[config.mk]
export PLATFORM = sky130hd
export DESIGN_NAME = palindrome_sequencer
export DESIGN_NICKNAME = d
export VERILOG_FILES = /design/src/rtl/pal_seq_pkg.sv /design/src/rtl/pal_digit_mux.sv /design/src/rtl/palindrome_sequencer.sv
export SDC_FILE = /design/constraint.sdc
export NUM_CORES = 1
export LEC_CHECK = 0
export BUFFER_PORTS_ARGS = -buffer_cell sky130_fd_sc_hd__buf_4
export CAP_MARGIN = 20
export CORE_MARGIN = 10
export CORE_UTILIZATION = 50
export DETAILED_ROUTE_END_ITERATION = 8
export PLACE_DENSITY_LB_ADDON = 0.3
export SLEW_MARGIN = 20
export SYNTH_ARGS = -nofsm -noshare
export SYNTH_HDL_FRONTEND = slang
export SYNTH_SLANG_ARGS = --single-unit
[constraint.sdc]
create_clock -name clk -period 4.3 [get_ports clk]
set_input_delay 0 -clock clk [delete_from_list [all_inputs] [get_ports clk]]
set_output_delay 0 -clock clk [all_outputs]
set_load 0.05 [all_outputs]
[src/rtl/pal_seq_pkg.sv]
// Shared types and sizes for the palindrome sequencer slice.
package pal_seq_pkg;

   localparam int DIGIT_W = 4;
   localparam int SEQ_W   = 64;
   localparam int MAX_LEN = 15;
   localparam int LEN_W   = $clog2(MAX_LEN + 1);

   typedef enum logic [2:0] {
      IDLE,
      CLEAR,
      FEED,
      WAIT,
      RESP
   } state_e;

endpackage

[src/rtl/pal_digit_mux.sv]
// Picks one 4-bit digit out of the packed request word.
// Digit 0 sits in the most significant nibble.
module pal_digit_mux
   import pal_seq_pkg::*;
(
   input  logic [SEQ_W-1:0]   seq,
   input  logic [LEN_W-1:0]   index,
   output logic [DIGIT_W-1:0] digit
);

   logic [SEQ_W-1:0] shifted;

   // Shift the wanted nibble up to the top, then take the top nibble
   always_comb begin
      shifted = seq << {index, 2'b00};
      digit   = shifted[SEQ_W-1 -: DIGIT_W];
   end

endmodule

[src/rtl/palindrome_sequencer.sv]
// Drives an external palindrome detector.
// Each accepted request is turned into a clear phase, then a feed phase, then a wait
// for det_done, and finally a held response.
// Optional watchdog on the wait phase: define PAL_SEQ_TIMEOUT_EN.
module palindrome_sequencer
   import pal_seq_pkg::*;
#(
   parameter int CLEAR_CYCLES   = 2,
   parameter int TIMEOUT_CYCLES = 64
)(
   input  logic               clk,
   input  logic               reset,
   input  logic               req_valid,
   output logic               req_ready,
   input  logic [LEN_W-1:0]   req_len,
   input  logic [SEQ_W-1:0]   req_seq,
   output logic               rsp_valid,
   input  logic               rsp_ready,
   output logic               rsp_pal,
   output logic [SEQ_W-1:0]   rsp_num,
   output logic               rsp_err,
   output logic               det_reset,
   output logic [DIGIT_W-1:0] det_a,
   output logic [LEN_W-1:0]   det_b,
   input  logic [SEQ_W-1:0]   det_c,
   input  logic               det_d,
   input  logic               det_done,
   output logic               busy
);

   localparam logic [LEN_W-1:0] CLEAR_LAST = LEN_W'(CLEAR_CYCLES - 1);

   state_e             state_q, state_d;
   logic [LEN_W-1:0]   len_q, len_d;
   logic [SEQ_W-1:0]   seq_q, seq_d;
   logic [LEN_W-1:0]   cnt_q, cnt_d;
   logic               rsp_pal_q, rsp_pal_d;
   logic [SEQ_W-1:0]   rsp_num_q, rsp_num_d;
   logic               rsp_err_q, rsp_err_d;
   logic [DIGIT_W-1:0] feed_digit;

`ifdef PAL_SEQ_TIMEOUT_EN
   localparam int WD_W = $clog2(TIMEOUT_CYCLES + 1);
   localparam logic [WD_W-1:0] WD_LAST = WD_W'(TIMEOUT_CYCLES - 1);

   logic [WD_W-1:0] wdog_q, wdog_d;

   // Watchdog counter: counts consecutive WAIT cycles, cleared everywhere else
   always_ff @(posedge clk or posedge reset) begin
      if (reset) begin
         wdog_q <= '0;
      end else begin
         wdog_q <= wdog_d;
      end
   end
`else
   localparam int unused_timeout_cycles = TIMEOUT_CYCLES;
`endif

   // The same counter serves as CLEAR cycle count and FEED digit index
   pal_digit_mux u_digit_mux (
      .seq   (seq_q),
      .index (cnt_q),
      .digit (feed_digit)
   );

   // State, latched request and captured response registers
   always_ff @(posedge clk or posedge reset) begin
      if (reset) begin
         state_q   <= IDLE;
         len_q     <= '0;
         seq_q     <= '0;
         cnt_q     <= '0;
         rsp_pal_q <= 1'b0;
         rsp_num_q <= '0;
         rsp_err_q <= 1'b0;
      end else begin
         state_q   <= state_d;
         len_q     <= len_d;
         seq_q     <= seq_d;
         cnt_q     <= cnt_d;
         rsp_pal_q <= rsp_pal_d;
         rsp_num_q <= rsp_num_d;
         rsp_err_q <= rsp_err_d;
      end
   end

   // Next-state logic plus all outputs decoded from the current state
   always_comb begin
      state_d   = state_q;
      len_d     = len_q;
      seq_d     = seq_q;
      cnt_d     = cnt_q;
      rsp_pal_d = rsp_pal_q;
      rsp_num_d = rsp_num_q;
      rsp_err_d = rsp_err_q;
`ifdef PAL_SEQ_TIMEOUT_EN
      wdog_d    = '0;
`endif

      req_ready = (state_q == IDLE);
      rsp_valid = (state_q == RESP);
      busy      = (state_q != IDLE);
      det_reset = !((state_q == FEED) || (state_q == WAIT));
      det_a     = (state_q == FEED) ? feed_digit : '0;
      det_b     = ((state_q == CLEAR) || (state_q == FEED) || (state_q == WAIT)) ? len_q : '0;

      case (state_q)
         IDLE: begin
            if (req_valid) begin
               len_d = req_len;
               seq_d = req_seq;
               cnt_d = '0;
               if (req_len == '0) begin
                  rsp_pal_d = 1'b0;
                  rsp_num_d = '0;
                  rsp_err_d = 1'b1;
                  state_d   = RESP;
               end else begin
                  state_d   = CLEAR;
               end
            end
         end
         CLEAR: begin
            if (cnt_q == CLEAR_LAST) begin
               cnt_d   = '0;
               state_d = FEED;
            end else begin
               cnt_d   = cnt_q + 1'b1;
            end
         end
         FEED: begin
            if (cnt_q == len_q - 1'b1) begin
               cnt_d   = '0;
               state_d = WAIT;
            end else begin
               cnt_d   = cnt_q + 1'b1;
            end
         end
         WAIT: begin
            if (det_done) begin
               rsp_pal_d = det_d;
               rsp_num_d = det_c;
               rsp_err_d = 1'b0;
               state_d   = RESP;
`ifdef PAL_SEQ_TIMEOUT_EN
            end else if (wdog_q == WD_LAST) begin
               rsp_pal_d = 1'b0;
               rsp_num_d = '0;
               rsp_err_d = 1'b1;
               state_d   = RESP;
            end else begin
               wdog_d    = wdog_q + 1'b1;
`endif
            end
         end
         RESP: begin
            if (rsp_ready) begin
               state_d = IDLE;
            end
         end
         default: begin
            state_d = IDLE;
         end
      endcase
   end

   assign rsp_pal = rsp_pal_q;
   assign rsp_num = rsp_num_q;
   assign rsp_err = rsp_err_q;

endmodule
# After elaboration in Yosys (flattened, before gate mapping)
# Index checks and enable logic that the tools add are counted.
[word_totals]
reg_bits = 141
output_inout_bits = 78
[op_classes]
n_mux = 25
n_reduce_logical = 13
n_eq_ne = 12
add_sub_neg = 2
shift = 1
[ops]
columns = ["op", "count"]
rows = [
  ["two-way mux 64 bit", 3],
  ["case mux 64 bit (2 select lines)", 1],
  ["left shift 64 x 6 -> 64 bit", 1],
  ["two-way mux 4 bit", 5],
  ["two-way mux 3 bit", 6],
  ["case mux 3 bit (5 select lines)", 1],
  ["case mux 4 bit (3 select lines)", 1],
  ["inequality test 2 x 1 -> 1 bit, second input constant", 4],
  ["equality test 3 x 2 -> 1 bit, second input constant", 2],
  ["two-way mux 1 bit", 6],
  ["nonzero test 3 bit", 2],
  ["AND reduction 5 bit", 1],
  ["adder 4 x 1 -> 4 bit, second input constant", 1],
  ["equality test 4 x 1 -> 1 bit, second input constant", 1],
  ["equality test 4 bit", 1],
  ["logical NOT 4 bit", 1],
  ["inequality test 2 bit, second input constant", 2],
  ["case mux 1 bit (2 select lines)", 2],
  ["AND reduction 2 bit", 2],
  ["AND reduction 4 bit", 1],
  ["subtractor 4 x 1 -> 4 bit, second input constant", 1],
  ["equality test 3 x 1 -> 1 bit, second input constant", 1],
  ["equality test 3 bit, second input constant", 1],
  ["logical NOT 3 bit", 1],
  ["3 further kinds", 5],
]

# Longest topological paths before layout
# Gate-level depths: netlist of the first run.
[depth]
depth_word = 4
mapped_depth = 7
mapped_depth_nobuf = 6

# Modules after synthesis
# Synthesis of the first run repeated with hierarchy kept, for this count alone.
[unflattened]
hier_cells = 410
area_unflattened_um2 = 6017.0
[modules_own_cells]
columns = ["mod", "area_each_um2", "cells_per_inst", "seq_area_each_um2", "n_inst"]
rows = [
  ["palindrome_sequencer", 5462.7, 371, 3528.4, 1],
  ["pal_digit_mux", 554.3, 39, 0.0, 1],
]

# Least setup slack after synthesis of the first run
# Ideal clock, no wire load.
[synth_timing]
kind = "register to register"
startpoint = "register state_q[1]"
endpoint = "register len_q[3]"
required_ps = 4172
synth_period_minus_slack_ps = 2229
stages_incl_launch_ff = 7
path_slack_ps = 2071
setup_ps = 128
arrival_ps = 2101
path_cell_list = "dfrtp_1 -> or3_1 -> inv_2 -> and2_1 -> buf_2 -> buf_2 -> mux2_1"
[synth_between]
elab_chain_cells = 2
[synth_lines]
columns = ["item", "line", "rtl"]
rows = [
  ["start, declared", "palindrome_sequencer.sv:33", "state_e state_q, state_d;"],
  ["start signal, assigned", "palindrome_sequencer.sv:78", "state_q <= state_d;"],
  ["logical NOT 3 bit", "n/a", ""],
  ["net req_ready", "palindrome_sequencer.sv:14", "output logic req_ready,"],
  ["AND reduction 2 bit (no source line)", "n/a", ""],
  ["end signal, assigned", "palindrome_sequencer.sv:79", "len_q <= len_d;"],
  ["end, declared", "palindrome_sequencer.sv:34", "logic [LEN_W-1:0] len_q, len_d;"],
]
# The timed path passes the listed nets, and every way through them passes these cells.
# A chain may end at the register's enable or synchronous reset.

# Worst setup path in the final report of the first run
[layout_timing]
startpoint = "register cnt_q[0]"
endpoint = "output det_a[3]"
[layout_between]
elab_chain_cells = 2
[layout_lines]
columns = ["item", "line", "rtl"]
rows = [
  ["start, declared", "palindrome_sequencer.sv:36", "logic [LEN_W-1:0] cnt_q, cnt_d;"],
  ["start signal, assigned", "palindrome_sequencer.sv:81", "cnt_q <= cnt_d;"],
  ["left shift 64 x 6 -> 64 bit", "pal_digit_mux.sv:15", "shifted = seq << {index, 2'b00};"],
  ["two-way mux 4 bit", "palindrome_sequencer.sv:105", "det_a = (state_q == FEED) ? feed_digit : '0;"],
  ["end, declared", "palindrome_sequencer.sv:23", "output logic [DIGIT_W-1:0] det_a,"],
]
# Every way passes these cells.

==> results of run 1 <==
[power breakdown]
| group | internal (mW) | total, mW | switching [mW] |
|---|---|---|---|
| clock | 0.819 | 1.32 | 0.505 |
| combinational | 1.50 | 3.67 | 2.17 |
| sequential | 1.98 | 2.48 | 0.495 |
| total | 4.30 | 7.47 | 3.17 |
[worst paths after layout]
path                        startpoint           to  depth (start not counted)
max                           cnt_q[0]     det_a[3]                          5
min                              reset  rsp_num[45]                          3
max reg2reg                   cnt_q[0]     cnt_q[1]                          6
min reg2reg                   seq_q[5]     seq_q[5]                          1
max in group asynchronous        reset    seq_q[16]                          4
min in group clk           req_seq[29]    seq_q[29]                          3
[layout by cell type, fill, tap and decap left out, drive strengths merged]
| cell | n |
|---|---|
| xnor2 | 4 |
| mux4 | 20 |
| o2111ai | 1 |
| o22ai | 1 |
| o31ai | 4 |
| nor3b | 2 |
| buf | 219 |
| nand2 | 9 |
| nor2b | 6 |
| and2 | 3 |
| inv | 8 |
| o21a | 1 |
| clkinv | 2 |
| or3b | 2 |
| clkbuf | 23 |
| nor2 | 5 |
| o311ai | 1 |
| xor2 | 3 |
| o211ai | 2 |
| or3 | 2 |
| dfrtp | 141 |
| diode | 3 |
| ha | 3 |
| nor3 | 4 |
| a21o | 1 |
| mux2i | 2 |
| o21ai | 6 |
| a21oi | 4 |
| dlygate4sd3 | 137 |
| nand2b | 2 |
| nand3 | 2 |
| o2bb2ai | 1 |
| bufinv | 1 |
| mux2 | 66 |
| nand4b | 1 |
| a22o | 65 |
[sequential cells by signal, summed over array words and instances, names as in the netlist]
| signal | flops |
|---|---|
| cnt_q | 4 |
| state_q | 3 |
| rsp_num | 64 |
| rsp_pal | 1 |
| len_q | 4 |
| seq_q | 64 |
| rsp_err | 1 |
[through the flow]
step           power, mW  setup WS, ps
2_1_floorplan       4.89           519
3_3_place_gp        5.84          1740
3_5_place_dp        5.95          1650
4_1_cts             7.40          1330
5_1_grt             7.79          1150
6_report            7.47          1340
[per-layer routing]
layer / routed length (um) / GRT usage, %
met3: 1170 / 6.69
met4: 756 / 12.3
met1: 6940 / 24.7
met2: 10800 / 42.8
met5: 0 / 0
[timing repair]
| action | 4_1_cts | 5_1_grt |
|---|---|---|
| hold endpoints to repair | 228 | 0 |
| hold buffers | 137 | 0 |
| setup endpoints to repair | 0 | 0 |
[kinds of logic after synthesis]
kind of cell    count (synthesis)  synth area share (%)
flops                         141                  59.3
buf+inv                        39                  3.13
fa+ha+maj                       3                 0.631
compound gates                 87                  12.0
mux                            88                  20.5
simple gates                   38                  3.45
xor+xnor                        7                  1.03
[tightest hold or removal path: cells and delay by family]
| family | cells | cell delay (ps) |
|---|---|---|
| buf+inv | 3 | 1250 |
[area by class of cell]
cell class | instances | area (um^2)
sequential | 141 | 3530
timing repair buffer | 356 | 3020
multi-input combinational | 223 | 2250
fill | 575 | 1980
clock buffer | 23 | 478
tap | 143 | 179
clock inverter | 3 | 40.0
inverter | 8 | 35.0
antenna | 3 | 7.51
==> results.py, run 1 <==
metrics = {
    "run_status": {
        "outcome": "finished clean",
    },
    "global_routing": {
        "first_global_vias": 5671,
        "grt.overflow.total": 0,
        "grt_antenna_before_repair": 1,
        "grt_max_degree": 90,
        "track_usage_pct": 23.7,
        "grt_pass1_wl_um": 30300,
    },
    "logic_synthesis": {
        "yosysTopAreaCellShare_pct": 59.3,
        "synthArstFlopShare_pct": 100,
        "yosys.area.top_type": "dfrtp_1",
        "yosysUniqueCellTypes": 39,
        "syn_inst": 403,
        "synth_common_cells": "141 x dfrtp_1, 66 x mux2_1, 65 x a22o_1",
        "syn_area_per_cell_um2": 14.8,
        "ys_warn_count": 0,
        "syn_area_mm2": 0.00595,
        "yosys-top-cells-area": "dfrtp_1 59%, mux2_1 12%, a22o_1 9.6%",
        "synthFlopType": "dfrtp_1",
        "yosysMostFrequentCell": "dfrtp_1",
        "seq_area_frac_synth_pct": 59.3,
        "ys_seq_elements": 141,
        "synth.net_count": 544,
        "synth_edf_count": 0,
    },
    "routing": {
        "wire_per_inst_um": 21.9,
        "vias_per_cell": 5.44,
        "drc": 0,
        "drt_iter0_markers": 361,
        "num_vias": 4900,
        "ant_nets": 0,
        "totalWireLength_um": 19700,
        "first_pass_iters": 5,
    },
    "placement": {
        "place.gp.congestion": 0.755,
        "place_area_mm2": 0.00763,
        "dpl.cell_count": 734,
        "port_buffers": 215,
        "hpwlAfterDp_um": 11600,
    },
    "worst_setup_path": {
        "path_class": "reg2out",
        "cp_top_family": "multiplexers",
        "crit_chain": "buf_4, mux4_2, mux4_2, nor2b_1, buf_4",
        "cpMaxStageDelayCell": "dfrtp_1",
        "worst-path-max-fanout": 11,
        "crit_path_end_kind": "output port",
        "critPathMaxStageDelay_ps": 790,
        "cp.buffers_inverters": 2,
        "arrival_ps": 2960,
        "cp.required_ps": 4300,
        "r2r_setup_slack_ps": 1610,
        "worstSetupStartpointType": "flop",
    },
    "floorplan": {
        "core_area_mm2": 0.0115,
        "die_area_mm2": 0.0167,
        "start_util_pct": 51.7,
        "die_x_um": 129,
        "io_pins": 216,
        "fp.dieH_um": 129,
        "rows": 39,
    },
    "finish": {
        "final_cells": 900,
        "drive_gt1_share_pct": 35.4,
        "area_growth_syn_to_layout_pct": 60.3,
        "finalNetCount": 888,
        "post-route-util_pct": 82.8,
        "fin_area_mm2": 0.00953,
    },
    "clock_network": {
        "cts.repair.resized": 0,
        "clock_sinks": 141,
        "clock_latency_ps": 410,
        "clockBufferDepth": 2,
        "htree_levels": 4,
        "cts-buffers-inserted": 17,
        "cts_tree": "done",
        "clk_pin_slew_ps": 50,
        "clockRootBuffer": "clkbuf_16",
        "postCtsSetupRepairBufs": 0,
    },
    "power_and_ir_drop": {
        "p_leak_nw": 4.43,
        "p_per_area_mw_per_mm2": 784,
        "ir_worst_vdd_mv": 0.654,
    },
    "timing": {
        "finalSetupViolations": 0,
        "fmax_ghz": 0.337,
        "period_needed_ps": 2960,
        "slew_viol_final": 0,
        "rsz0062_at_grt": "no",
        "timing_hold_violations_final": 0,
        "fin_skew_ps": 5.07,
        "worst_slew_pin_slew_ps": 912,
        "tns_ps": 0,
        "fin_crit_sh_pct": 68.9,
        "timing.hold.ws_ps": 328,
        "relSlewSlack_pct": 39.2,
    },
    "job": {
        "maxCapViolations": 0,
    },
    "worst_hold_path": {
        "hp-class": "in2async",
    },
}
(Power assumes the default switching activity.)
==> inputs of run 2 (changes only) <==
--- a/config.mk
+++ b/config.mk
@@ -5,10 +5,11 @@
 export SDC_FILE = /design/constraint.sdc
 export NUM_CORES = 1
 export LEC_CHECK = 0
+export ABC_AREA = 1
 export BUFFER_PORTS_ARGS = -buffer_cell sky130_fd_sc_hd__buf_4
 export CAP_MARGIN = 20
 export CORE_MARGIN = 10
-export CORE_UTILIZATION = 50
+export CORE_UTILIZATION = 51
 export DETAILED_ROUTE_END_ITERATION = 8
 export PLACE_DENSITY_LB_ADDON = 0.3
 export SLEW_MARGIN = 20
==> constraint.sdc (replaced) <==
create_clock -name clk -period 3 [get_ports clk]
set_input_delay 0 -clock clk [delete_from_list [all_inputs] [get_ports clk]]
set_output_delay 0 -clock clk [all_outputs]
set_load 0.05 [all_outputs]
==> run 2 against run 1 <==
Against the previous run:
- clock power grew 70%
- hold slack lost 230 ps
- final area grew 5.3%
- synthesized cell count grew 65%
- worst setup slack lost 740 ps
- first-iteration DRC count grew 84%
==> results.py, run 2 <==
metrics = {
    "floorplan": {
        "die_area_mm2": 0.0174,
        "fp.dieH_um": 132,
        "rows": 40,
        "start_util_pct": 52.7,
        "io_pins": 216,
        "core_area_mm2": 0.0121,
        "die_x_um": 132,
    },
    "power_and_ir_drop": {
        "p_leak_nw": 5.07,
        "p_per_area_mw_per_mm2": 1130,
        "ir_worst_vdd_mv": 0.727,
    },
    "logic_synthesis": {
        "seq_area_frac_synth_pct": 55.3,
        "synthFlopType": "dfrtp_1",
        "synthArstFlopShare_pct": 100,
        "yosysMostFrequentCell": "nand2_1",
        "synth_common_cells": "173 x nand2_1, 141 x dfrtp_1, 80 x nand3_1",
        "syn_inst": 663,
        "synth.net_count": 804,
        "syn_area_mm2": 0.00638,
        "synth_edf_count": 0,
        "ys_seq_elements": 141,
        "ys_warn_count": 0,
        "syn_area_per_cell_um2": 9.62,
        "yosys-top-cells-area": "dfrtp_1 55%, nand2_1 10%, mux2_2 8.3%",
        "yosysTopAreaCellShare_pct": 55.3,
        "yosys.area.top_type": "dfrtp_1",
        "yosysUniqueCellTypes": 30,
    },
    "timing": {
        "tns_ps": 0,
        "fin_crit_sh_pct": 80.0,
        "fin_skew_ps": 9.34,
        "worst_slew_pin_slew_ps": 996,
        "rsz0062_at_grt": "no",
        "period_needed_ps": 2400,
        "slew_viol_final": 0,
        "finalSetupViolations": 0,
        "timing_hold_violations_final": 0,
        "fmax_ghz": 0.417,
        "relSlewSlack_pct": 33.6,
    },
    "placement": {
        "port_buffers": 215,
        "hpwlAfterDp_um": 13400,
        "dpl.cell_count": 1012,
        "place.gp.congestion": 0.862,
    },
    "job": {
        "maxCapViolations": 0,
    },
    "routing": {
        "first_pass_iters": 5,
        "totalWireLength_um": 22100,
        "num_vias": 6267,
        "vias_per_cell": 5.30,
        "drc": 0,
        "wire_per_inst_um": 18.7,
        "ant_nets": 0,
        "drt_iter0_markers": 664,
    },
    "finish": {
        "drive_gt1_share_pct": 31.9,
        "finalNetCount": 1139,
        "final_cell_mix": "221 x buf_4, 173 x nand2_1, 141 x dfrtp_1",
        "area_growth_syn_to_layout_pct": 57.3,
        "nFillCells": 655,
        "final_cells": 1182,
        "layout_commonest_cell": "buf_4",
    },
    "worst_setup_path": {
        "crit_path_end_kind": "output port",
        "critPathMaxStageDelay_ps": 660,
        "worst-path-max-fanout": 30,
        "crit_chain": "inv_1, o21ai_0, o211ai_1, nand3_1, a21oi_1, buf_4",
        "arrival_ps": 2400,
        "cpMaxStageDelayCell": "inv_1",
        "worstSetupStartpointType": "flop",
        "cp.required_ps": 3000,
        "path_class": "reg2out",
    },
    "global_routing": {
        "grt.overflow.total": 0,
        "grt_max_degree": 78,
        "first_global_vias": 6685,
        "track_usage_pct": 25.0,
        "grt_antenna_before_repair": 3,
        "grt_pass1_wl_um": 35100,
    },
    "clock_network": {
        "cts_tree": "done",
        "clk_pin_slew_ps": 60,
        "htree_levels": 4,
        "clockBufferDepth": 2,
        "cts-buffers-inserted": 17,
        "clockRootBuffer": "clkbuf_16",
        "clock_sinks": 141,
        "clock_latency_ps": 420,
        "postCtsSetupRepairBufs": 0,
    },
    "run_status": {
        "outcome": "finished clean",
    },
    "worst_hold_path": {
        "hp-class": "in2reg",
    },
}
## run 2: what timing repair did
| item | CTS | global route |
|---|---|---|
| hold endpoints to repair | 175 | 0 |
| resized for setup | 0 | 0 |
| endpoints found under the setup margin | 0 | 0 |
| hold buffers | 135 | 0 |
## run 2: metal layers
layer | up-vias | part of all wire (%) | track usage [%]
li1 | 2865 | - | -
met1 | 3041 | 38 | 27.7
met2 | 291 | 52 | 43.3
met3 | 70 | 5.9 | 6.14
met4 | 0 | 4.6 | 13.8
met5 | - | 0 | 0
## run 2: stage by stage
| step | setup WS, ps | hold slack, ps | power (mW) | instance area, um^2 | util (%) |
|---|---|---|---|---|---|
| 2_1_floorplan | 1020 | 132 | 7.29 | 6380 | - |
| 3_3_place_gp | 1010 | 221 | 8.62 | 8050 | 66.5 |
| 3_5_place_dp | 909 | 225 | 8.83 | 8050 | 66.5 |
| 4_1_cts | 539 | 71.0 | 11.3 | 10000 | 82.8 |
| 5_1_grt | 413 | 124 | 12.0 | 10000 | 82.9 |
| 6_report | 600 | 93.6 | 11.4 | 10000 | 82.9 |
## run 2: worst max-delay path, delay by kind of cell, from the launching register on
family | cells | cell delay (ps)
buffers and inverters | 2 | 890
AO/OA/AOI/OAI | 3 | 600
flip-flops | 1 | 370
AND/OR/NAND/NOR | 1 | 110
## run 2: path summary, 6_finish.rpt
path / from / to / slack [ps] / cells past startpoint
max in group asynchronous: reset / rsp_num[42] / 1880 / 4
worst min-delay path: req_valid / cnt_q[3] / 90 / 6
min in group asynchronous: reset / seq_q[46] / 360 / 3
worst max-delay path: cnt_q[0] / det_a[3] / 600 / 6
worst min register to register: rsp_num[50] / rsp_num[50] / 470 / 2
worst max register to register: state_q[1] / rsp_num[31] / 840 / 7
## run 2: layout make-up
cell class                      instances  area (um^2)  share of cell area [%]
Sequential cell                       141         3530                    35.2
Timing Repair Buffer                  358         3050                    30.4
Multi-Input combinational cell        452         2500                    24.9
Clock buffer                           19          433                    4.31
Tap cell                              168          210                    2.09
Clock inverter                         13          196                    1.96
Inverter                               28          109                    1.08
Antenna cell                            3         7.51                  0.0748
## run 2: cells by family after synthesis
logic type,after synthesis,share of synthesized area [%]
xor gates and xnor gates,3,0.412
adders and majority gates,3,0.588
and+or+nand+nor,321,21.1
buffers and inverters,70,5.55
muxes,59,11.0
AOI/OAI and AO/OA,66,6.00
DFF,141,55.3
## run 2: report_power, final
group	total, mW	internal (mW)	switching, mW
Clock	2.25	1.47	0.783
Sequential	3.38	2.80	0.573
Combinational	5.74	1.97	3.76
Total	11.4	6.24	5.12
==> inputs of run 3 (changes only) <==
==> constraint.sdc (replaced) <==
create_clock -name clk -period 2.45 [get_ports clk]
set_input_delay 0 -clock clk [delete_from_list [all_inputs] [get_ports clk]]
set_output_delay 0 -clock clk [all_outputs]
set_load 0.05 [all_outputs]
==> run 3 against run 2 <==
Against the previous run:
- wire length up 3.4%
- via count increased by 0.37%
- clock-buffer cell count rose by 8
- sequential cell count unchanged
- largest power group unchanged
- register-to-register slack lost 370 ps
- sequential power up 22%
- clock power is 19% higher
- total power rose by 23%
- critical path depth grew 1
==> results.py, run 3 (synthesis gave the netlist of run 2 again) <==
metrics = {
    "run_status": {
        "outcome": "finished clean",
    },
    "clock_network": {
        "cts_tree": "done",
        "clockBufferDepth": 2,
        "clk_pin_slew_ps": 60,
        "clockRootBuffer": "clkbuf_16",
        "htree_levels": 4,
        "cts.repair.resized": 0,
        "clock_latency_ps": 420,
        "cts-buffers-inserted": 17,
        "clock_sinks": 141,
    },
    "finish": {
        "nFillCells": 670,
        "layout_commonest_cell": "buf_4",
        "finalNetCount": 1143,
        "post-route-util_pct": 83.3,
        "drive_gt1_share_pct": 32.2,
        "insertedDiodeCount": 0,
        "seq_area_mm2": 0.00353,
        "final_cell_mix": "222 x buf_4, 173 x nand2_1, 141 x dfrtp_1",
        "multi_input_area_mm2": 0.00250,
        "area_growth_syn_to_layout_pct": 58.1,
    },
    "timing": {
        "relSlewSlack_pct": 56.3,
        "timing_hold_violations_final": 0,
        "fmax_ghz": 0.453,
        "fin_crit_sh_pct": 90.0,
        "finalSetupViolations": 0,
        "rsz0062_at_grt": "no",
        "period_needed_ps": 2210,
        "worst_slew_pin_slew_ps": 655,
        "slew_viol_final": 0,
        "tns_ps": 0,
        "fin_skew_ps": 6.52,
    },
    "routing": {
        "first_pass_iters": 5,
        "wire_per_inst_um": 19.3,
        "num_vias": 6290,
        "totalWireLength_um": 22800,
        "drt_iter0_markers": 617,
        "drc": 0,
        "ant_nets": 0,
        "vias_per_cell": 5.32,
    },
    "power_and_ir_drop": {
        "p_leak_nw": 5.10,
        "p_per_area_mw_per_mm2": 1380,
        "ir_worst_vdd_mv": 0.917,
    },
    "floorplan": {
        "io_pins": 216,
        "core_area_mm2": 0.0121,
        "die_area_mm2": 0.0174,
        "die_x_um": 132,
        "fp.dieH_um": 132,
        "rows": 40,
        "start_util_pct": 52.7,
    },
    "global_routing": {
        "grt.overflow.total": 0,
        "grt_pass1_wl_um": 36200,
        "grt_max_degree": 77,
        "track_usage_pct": 25.9,
        "grt_antenna_before_repair": 0,
        "first_global_vias": 6851,
    },
    "placement": {
        "place.gp.congestion": 0.805,
        "port_buffers": 215,
        "hpwlAfterDp_um": 13400,
    },
    "worst_hold_path": {
        "min_path_cells": 6,
        "hp-class": "in2reg",
    },
    "worst_setup_path": {
        "rr_worst_depth": 7,
        "worstSetupStartpointType": "flop",
        "cp.required_ps": 2450,
        "cpMaxStageDelayCell": "dfrtp_1",
        "crit_chain": "inv_1, buf_4, nor2_1, o211ai_1, nand3_1, a21oi_1, buf_4",
        "worst-path-max-fanout": 27,
        "cp_common_cell": "buf_4",
        "crit_path_end_kind": "output port",
        "path_class": "reg2out",
        "critPathMaxStageDelay_ps": 400,
        "arrival_ps": 2210,
    },
    "job": {
        "maxCapViolations": 0,
    },
}
==> run 3: cell types whose count changed in the layout (fill, tap and decap cells not counted), sizes merged <==
cell and change:
clkbuf +8, clkinvlp -1, diode -3, buf +4, bufinv -3, clkinv -4
==> run 3: cell type report <==
type | instances | area share, %
inverter | 28 | 1.08
clock buffer | 27 | 5.38
sequential | 141 | 35.0
clock inverter | 5 | 0.744
timing repair buffer | 362 | 30.9
multi-input combinational | 452 | 24.8
tap | 168 | 2.08
==> run 3: path summary, 6_finish.rpt <==
check / start / to / slack, ps
max: cnt_q[0] / det_a[3] / 240
min: req_valid / cnt_q[3] / 80
max reg2reg: state_q[1] / rsp_num[37] / 470
min reg2reg: rsp_num[26] / rsp_num[26] / 470
max in group asynchronous: reset / seq_q[51] / 1560
min in group asynchronous: reset / seq_q[53] / 180
==> run 3: report_power, final <==
part	internal, mW	switching (mW)
registers	3.43	0.693
clock network	1.71	0.953
logic	2.48	4.67
==> run 3: metrics by stage <==
step           total power [mW]  worst slack, ps  cell area (um^2)  hold WS [ps]  cells
3_3_place_gp               10.6              694              8120          22.2   1016
6_report                   13.9              244             10100          81.0   1183
3_5_place_dp               10.9              598              8120          24.8   1016
5_1_grt                    14.7              203             10100           117   1183
4_1_cts                    13.8              320             10100          71.0   1183
2_1_floorplan              8.92              466              6380           132    663
==> run 3: critical path, delay by kind of cell, from the launching register on <==
kind	cells	cell delay [ps]
AND/OR/NAND/NOR	2	200
flip-flops	1	400
AO/OA/AOI/OAI	2	500
buffers and inverters	3	680
==> run 3: metal layers <==
metal	track usage, %	share of wire (%)
met1	27.3	36
met5	0	0
met3	7.55	7.0
met4	13.6	5.0
met2	45.6	52
==> run 3: repair_timing <==
action | CTS | global route
setup buffers | 0 | 0
endpoints found under the hold margin | 199 | 0
hold buffers | 135 | 0
endpoints found under the setup margin | 0 | 0
